File: config.mk
export PLATFORM = sky130hd
export DESIGN_NAME = seg_display_driver
export DESIGN_NICKNAME = d
export VERILOG_FILES = /design/src/rtl/seg_display_driver.sv
export SDC_FILE = /design/constraint.sdc
export NUM_CORES = 1
export LEC_CHECK = 0
export BUFFER_PORTS_ARGS = -buffer_cell sky130_fd_sc_hd__buf_2
export CAP_MARGIN = 5
export CORE_MARGIN = 1.5
export CORE_UTILIZATION = 51
export CTS_CLUSTER_SIZE = 14
export DETAILED_ROUTE_END_ITERATION = 10
export PLACE_DENSITY = 0.74
export SETUP_SLACK_MARGIN = 0.02
export SYNTH_ARGS = -nofsm -noshare
export SYNTH_HDL_FRONTEND = slang
export SYNTH_SLANG_ARGS = --single-unit
File: constraint.sdc
create_clock -name clk -period 1.9 [get_ports clk]
set_input_delay 0.095 -clock clk [delete_from_list [all_inputs] [get_ports clk]]
set_output_delay 0.095 -clock clk [all_outputs]
set_load 0.01 [all_outputs]
File: src/rtl/seg_display_driver.sv
// Converts an 8-bit binary count to BCD with a sequential double-dabble engine
// and time-multiplexes hundreds/tens/ones onto a 4-digit common-anode display.
module seg_display_driver #(
  parameter int unsigned REFRESH_DIV   = 50000,
  parameter bit          BLANK_LEADING = 1'b1
) (
  input  logic       clk,
  input  logic       reset,
  input  logic [7:0] count,
  output logic [3:0] an,
  output logic [6:0] seg,
  output logic       dp
);

  localparam int CW = (REFRESH_DIV > 1) ? $clog2(REFRESH_DIV) : 1;
  localparam logic [CW-1:0] REF_MAX = CW'(REFRESH_DIV - 1);

  typedef enum logic [1:0] {IDLE, SHIFT, LOAD} state_t;

  state_t        state;
  logic [19:0]   shift_reg;
  logic [19:0]   adj;
  logic [7:0]    last_val;
  logic [2:0]    iter;
  logic [3:0]    bcd_h, bcd_t, bcd_o;
  logic [CW-1:0] ref_cnt;
  logic [1:0]    digit, digit_next;
  logic          blank_h, blank_t;
  logic [6:0]    seg_next;
  logic [3:0]    an_next;

  function automatic logic [6:0] decode(input logic [3:0] n);
    case (n)
      4'd0:    decode = 7'b1000000;
      4'd1:    decode = 7'b1111001;
      4'd2:    decode = 7'b0100100;
      4'd3:    decode = 7'b0110000;
      4'd4:    decode = 7'b0011001;
      4'd5:    decode = 7'b0010010;
      4'd6:    decode = 7'b0000010;
      4'd7:    decode = 7'b1111000;
      4'd8:    decode = 7'b0000000;
      4'd9:    decode = 7'b0010000;
      default: decode = 7'b1111111;
    endcase
  endfunction

  // Add-3 correction on the BCD nibbles before each shift.
  always_comb begin
    // NOTE: start from a full default so every path assigns adj and no latch is inferred.
    adj = shift_reg;
    if (adj[11:8]  >= 4'd5) adj[11:8]  = adj[11:8]  + 4'd3;
    if (adj[15:12] >= 4'd5) adj[15:12] = adj[15:12] + 4'd3;
    if (adj[19:16] >= 4'd5) adj[19:16] = adj[19:16] + 4'd3;
  end

  // NOTE: sequential state uses non-blocking assignments only, so every register sees pre-edge values.
  always_ff @(posedge clk or negedge reset) begin
    if (!reset) begin
      state     <= IDLE;
      shift_reg <= '0;
      last_val  <= '0;
      iter      <= '0;
      bcd_h     <= '0;
      bcd_t     <= '0;
      bcd_o     <= '0;
    end else begin
      case (state)
        IDLE: begin
          if (count != last_val) begin
            shift_reg <= {12'd0, count};
            last_val  <= count;
            iter      <= '0;
            state     <= SHIFT;
          end
        end
        SHIFT: begin
          shift_reg <= adj << 1;
          iter      <= iter + 3'd1;
          if (iter == 3'd7) state <= LOAD;
        end
        LOAD: begin
          bcd_h <= shift_reg[19:16];
          bcd_t <= shift_reg[15:12];
          bcd_o <= shift_reg[11:8];
          state <= IDLE;
        end
        default: state <= IDLE;
      endcase
    end
  end

  assign digit_next = (ref_cnt == REF_MAX) ? digit + 2'd1 : digit;
  assign blank_h    = BLANK_LEADING && (bcd_h == 4'd0);
  assign blank_t    = blank_h && (bcd_t == 4'd0);
  assign an_next    = ~(4'b0001 << digit_next);

  always_comb begin
    seg_next = 7'h7F;
    case (digit_next)
      2'd0:    seg_next = decode(bcd_o);
      2'd1:    seg_next = blank_t ? 7'h7F : decode(bcd_t);
      2'd2:    seg_next = blank_h ? 7'h7F : decode(bcd_h);
      default: seg_next = 7'h7F;
    endcase
  end

  // an and seg load together from digit_next, so a digit never shows its neighbour's pattern.
  always_ff @(posedge clk or negedge reset) begin
    if (!reset) begin
      ref_cnt <= '0;
      digit   <= '0;
      an      <= 4'b1110;
      seg     <= 7'b1000000;
    end else begin
      ref_cnt <= (ref_cnt == REF_MAX) ? '0 : ref_cnt + 1'b1;
      digit   <= digit_next;
      an      <= an_next;
      seg     <= seg_next;
    end
  end

  assign dp = 1'b1;

endmodule

# Word level (Yosys, flattened, before mapping)
# Memory sizes are Yosys's and may differ from the RTL's.
# Cells that the tools add are included.
# word_totals
ff_bits	74
mem_bits_ro	336
out_inout_bits	12
word_cells	58
mem_count	3
# classes
n_addsub	6
magnitude_cmp	3
eq_ne	9
shifts	1
mux	15
bitwise_logic	1
reduce_logical	9
# mem_list
memory	words	width	rd	rd_clocked_by_memory_dff	write_ports	line	rtl
(name not given)	16	7	1	0	0	33	case (n)
(name not given)	16	7	1	0	0	33	
(name not given)	16	7	1	0	0	33	
# op_table
op	count
$pmux W20 S2	1
$pmux W7 S3	1
$mux W20	1
$add A16 B1 Y16 const B	1
$eq A16 B16 Y1 const B	1
$mux W16	1
$mux W7	2
$ge A4 B3 Y1 const B	3
$add A4 B2 Y4 const B	2
$logic_not A4 Y1	2
$mux W4	2
$ne A8 B8 Y1	1
$mux W2	3
$mux W3	2
$pmux W3 S2	1
$reduce_and A2 Y1	3
$eq A2 B1 Y1 const B	2
$eq A2 B2 Y1 const B	2
$logic_not A2 Y1	2
$ne A2 B2 Y1 const B	2
$not A4 Y4	1
$pmux W2 S2	1
$shl A1 B2 Y4 const A	1
$add A3 B1 Y3 const B	1
other kinds (5)	5

# Longest topological paths before layout
# depth
word_depth	4
depth_mapped	8

# Worst setup path after synthesis
# Ideal clock, no wire load.
# synth_timing
path_type	flip-flop to flip-flop
startpoint	register ref_cnt[0]
endpoint	register seg[3]
setup_time_ps	144
arrival_ps	1539
required_time_ps	1756
path_slack_ps	216
stages_incl_launch_ff	8
period_less_slack_ps	1684
cell_sequence	dfrtp_1 ha_1 and3_1 and4_1 buf_6 buf_6 o311ai_2 o22ai_1
# synth_between
elab_chain_cells	4
word_cells_on_any_way	6
cone_classes	eq/ne (3); mux (2); reduce/logical (1)
# synth_lines
item	line	rtl
start, declared	26	logic [CW-1:0] ref_cnt;
start signal, assigned	116	ref_cnt <= (ref_cnt == REF_MAX) ? '0 : ref_cnt + 1'b1;
$eq A16 B16 Y1 *	93	assign digit_next = (ref_cnt == REF_MAX) ? digit + 2'd1 : digit;
$mux W2 *	93	
$eq A2 B2 Y1 (tied with other cells)	100	case (digit_next)
$pmux W7 S3 *	100	
net seg_next[3]	29	logic [6:0] seg_next;
end signal, assigned	119	seg <= seg_next;
end, declared	11	output logic [6:0] seg,
# Mark *: on every way through the listed nets, which the timed path passes. The rest lies on a longest branch.
# A chain may end at the register's enable or synchronous reset.

# Final worst setup path
# Same ends and word-level chain as after synthesis.

==> summary.md <==
| Metric | Value |
|---|---|
| Run status | `finished, final reports clean` |
| Clk_skew | `0.00978 ns` |
| Pre-antenna DRT Iters | `4` |
| Gpl congestion | `0.885` |
| R2R Setup Slk | `0.11 ns` |
| Share of layout cells above drive strength 1 | `0.185` |
| Max FFs per register | `20` |
| HP Start | `count[0]` |
| Grt ovf | `0` |
| FILL cells | `648` |
| Clock Latency Late Sink | `0.36 ns` |
| Max incr delay on CP | `0.41 ns` |
| FF+latch area | `0.00186 mm²` |
| Ys flop type | `dfrtp_1` |
| Final hold vios | `0` |
| Yosys warns | `0` |
| R2r worst-path depth | `7` |
| Die width | `93.1 µm` |
| Die area | `0.00868 mm²` |
| Max layer used | `met4` |
| Core ar. | `0.00781 mm²` |
| Detail Route Antenna Nets | `0` |
| Most frequent cell after synthesis | `dfrtp_1` |
| Wire length on met3 | `375 µm` |
| Slew Limit Fails | `0` |
| CTS tree | `built` |
| Largest net degree at the start of global routing | `47` |
| Gate Count Post-Synth | `437` |
| DR DRC count | `0` |
| Worst EP required | `2.17 ns` |
| Die span in y | `93.1 µm` |
| DP HPWL | `5640 µm` |
| DR iter-0 viols | `109` |
| Critical Path Source Type | `register` |
| Initial antenna violation count | `0` |
| R2r endpoint | `seg[3]` |
| Syn_nets | `472` |
| Worst Path Arrival | `2.07 ns` |
| Syn Area/Cell | `9.48 µm²` |
| Leak | `2.20 nW` |
| Yosys top cell area share | `0.423` |
| Layout area overhead | `13.6%` |
| Fin util | `0.603` |
| Number of synthesized flops with an enable pin | `0` |
| Synth area leader | `dfrtp_1` |
| Antenna diode count | `0` |
| Hold WC Path Type | `in2reg` |
| Fmax | `0.557 GHz` |
| Clock buffer depth | `2` |
| Synth top area cells | `dfrtp_1, ha_1, o21ai_0` |
| Max Cap Viol | `0` |
| Initial Util | `0.531` |
| Clk slew on worst S/H paths | `0.08 ns` |
| Number of synthesized register bits | `74` |
| # IOs | `22` |
| Max Fanout on Critical Path | `5` |
| Total wire length | `8020 µm` |
| CP Cell Sequence | `ha_1, and3_2, nand4_1, buf_4, mux2i_4, o21ai_2, o22ai_1` |
| # rows | `32` |
| Metal2 WL | `3770 µm` |
| IO Port Bufs | `20` |
| Multi-input gate area | `0.00213 mm²` |
| Max rail drop VDD | `0.942 mV` |
| CTS H-tree depth | `3` |
| Inst Count DP | `558` |
| Num CTS Buffers | `9` |
| Post-Layout Cell Count | `577` |
| Worst-Margin Slew | `0.995 ns` |
| Hold path depth | `3` |
| Worst Hold Slack | `0.0141 ns` |
| Final Setup Violations | `0` |
| Asr flop ratio synth | `1.00` |
| Max-Slew Margin vs Limit | `0.335` |
| Routed via count | `3167` |
| Yosys cell types | `52` |
| Min-Delay Endpoint | `shift_reg[0]` |
| Vias in the first global route | `3037` |
| CTS Root Cell | `clkbuf_8` |
| PnR worst setup slack | `0.106 ns` |
| First-pass GRT wire length | `13600 µm` |
| Crit Path Category | `reg2reg` |
| CP max stage cell | `dfrtp_1` |
| CTS Sinks | `74` |
| Wire length on met1 | `3720 µm` |
| Fin crit share | `0.944` |
| Crit. End Element | `register` |
| Drt wl/cell | `13.9 µm` |
| Final min period | `1.79 ns` |
| Nets | `505` |
| Critical path launch point | `ref_cnt[0]` |
| Worst reg2reg startpoint | `ref_cnt[0]` |
| Part of the Yosys area used for sequential elements | `0.448` |
| Mapped Area | `0.00414 mm²` |
| Via density | `5.49` |
| Setup WS pre-CTS | `0.0630 ns` |
| Pwr dens | `1430 mW/mm²` |
| Commonest cells in the netlist | `dfrtp_1, nor2_1, nand2_1, o21ai_0, inv_1` |
| GRT Total Usage | `0.199` |
## through the flow
step	setup TNS, ns	instance area, µm²	power, W
4_1_cts	0	4640	0.00669
3_5_place_dp	0	4440	0.00545
5_1_grt	-0.00163	4710	0.00730
2_1_floorplan	0	4140	0.00470
6_report	0	4710	0.00674
3_3_place_gp	0	4440	0.00533
## metal layers
metal  vias to the layer above  GRT usage
met5                         -          0
met4                         0     0.0808
met3                        17     0.0577
met2                        73      0.328
met1                      1493      0.243
li1                       1584          -
## timing repair
| action | in CTS | in global routing |
|---|---|---|
| hold buffers | 1 | 0 |
| setup buffers | 0 | 2 |
| resized for setup | 0 | 16 |
| endpoints found under the setup margin | 0 | 7 |
| endpoints found under the hold margin | 70 | 0 |
## power by group
part	total, W	internal, W	switching, W	leakage (nW)
logic	0.00295	0.00133	0.00162	1.19
registers	0.00256	0.00209	0.000471	0.927
clock network	0.00123	0.000609	0.000621	0.0889
## cell usage in the layout, fill, tap and decap left out, types with 13 or more instances in the layout
master / n
inv_1: 26
xor2_1: 13
nand2_1: 32
buf_4: 21
a21oi_1: 21
dfrtp_1: 69
xnor2_1: 17
nand3_1: 23
ha_1: 24
o21ai_0: 30
buf_2: 20
nor2_1: 34
## logic make-up after synthesis
logic type	count (synthesis)	synth area share
simple gates	153	0.192
compound gates	98	0.151
flops	74	0.448
buf+inv	49	0.0507
xor+xnor	30	0.0634
fa+ha+maj	25	0.0755
mux	7	0.0187
other cells	1	0.000905
## cell type report
| class | count | area share |
|---|---|---|
| clock inverter | 6 | 0.0141 |
| inverter | 27 | 0.0215 |
| clock buffer | 10 | 0.0271 |
| timing repair buffer | 44 | 0.0635 |
| sequential | 74 | 0.395 |
| multi-input combinational | 314 | 0.452 |
| tap | 102 | 0.0271 |
## critical path, delay by kind of cell (launching register included)
family,cells,cell delay [ns]
multiplexers,1,0.23
buffers and inverters,1,0.17
AND/OR/NAND/NOR,2,0.40
flip-flops,1,0.41
adder cells (fa/ha/maj),1,0.22
AO/OA/AOI/OAI,2,0.29
## worst max path at each step
stage / cells past startpoint / endpoint / slack, ns
global route: 7 / seg[2] / -0.002
global placement: 7 / seg[4] / 0.12
floorplan: 7 / seg[3] / 0.22
CTS: 7 / seg[1] / 0.03
finish: 7 / seg[3] / 0.11
detailed placement: 7 / seg[1] / 0.06
Note: power is estimated with default switching activity, not from simulation.
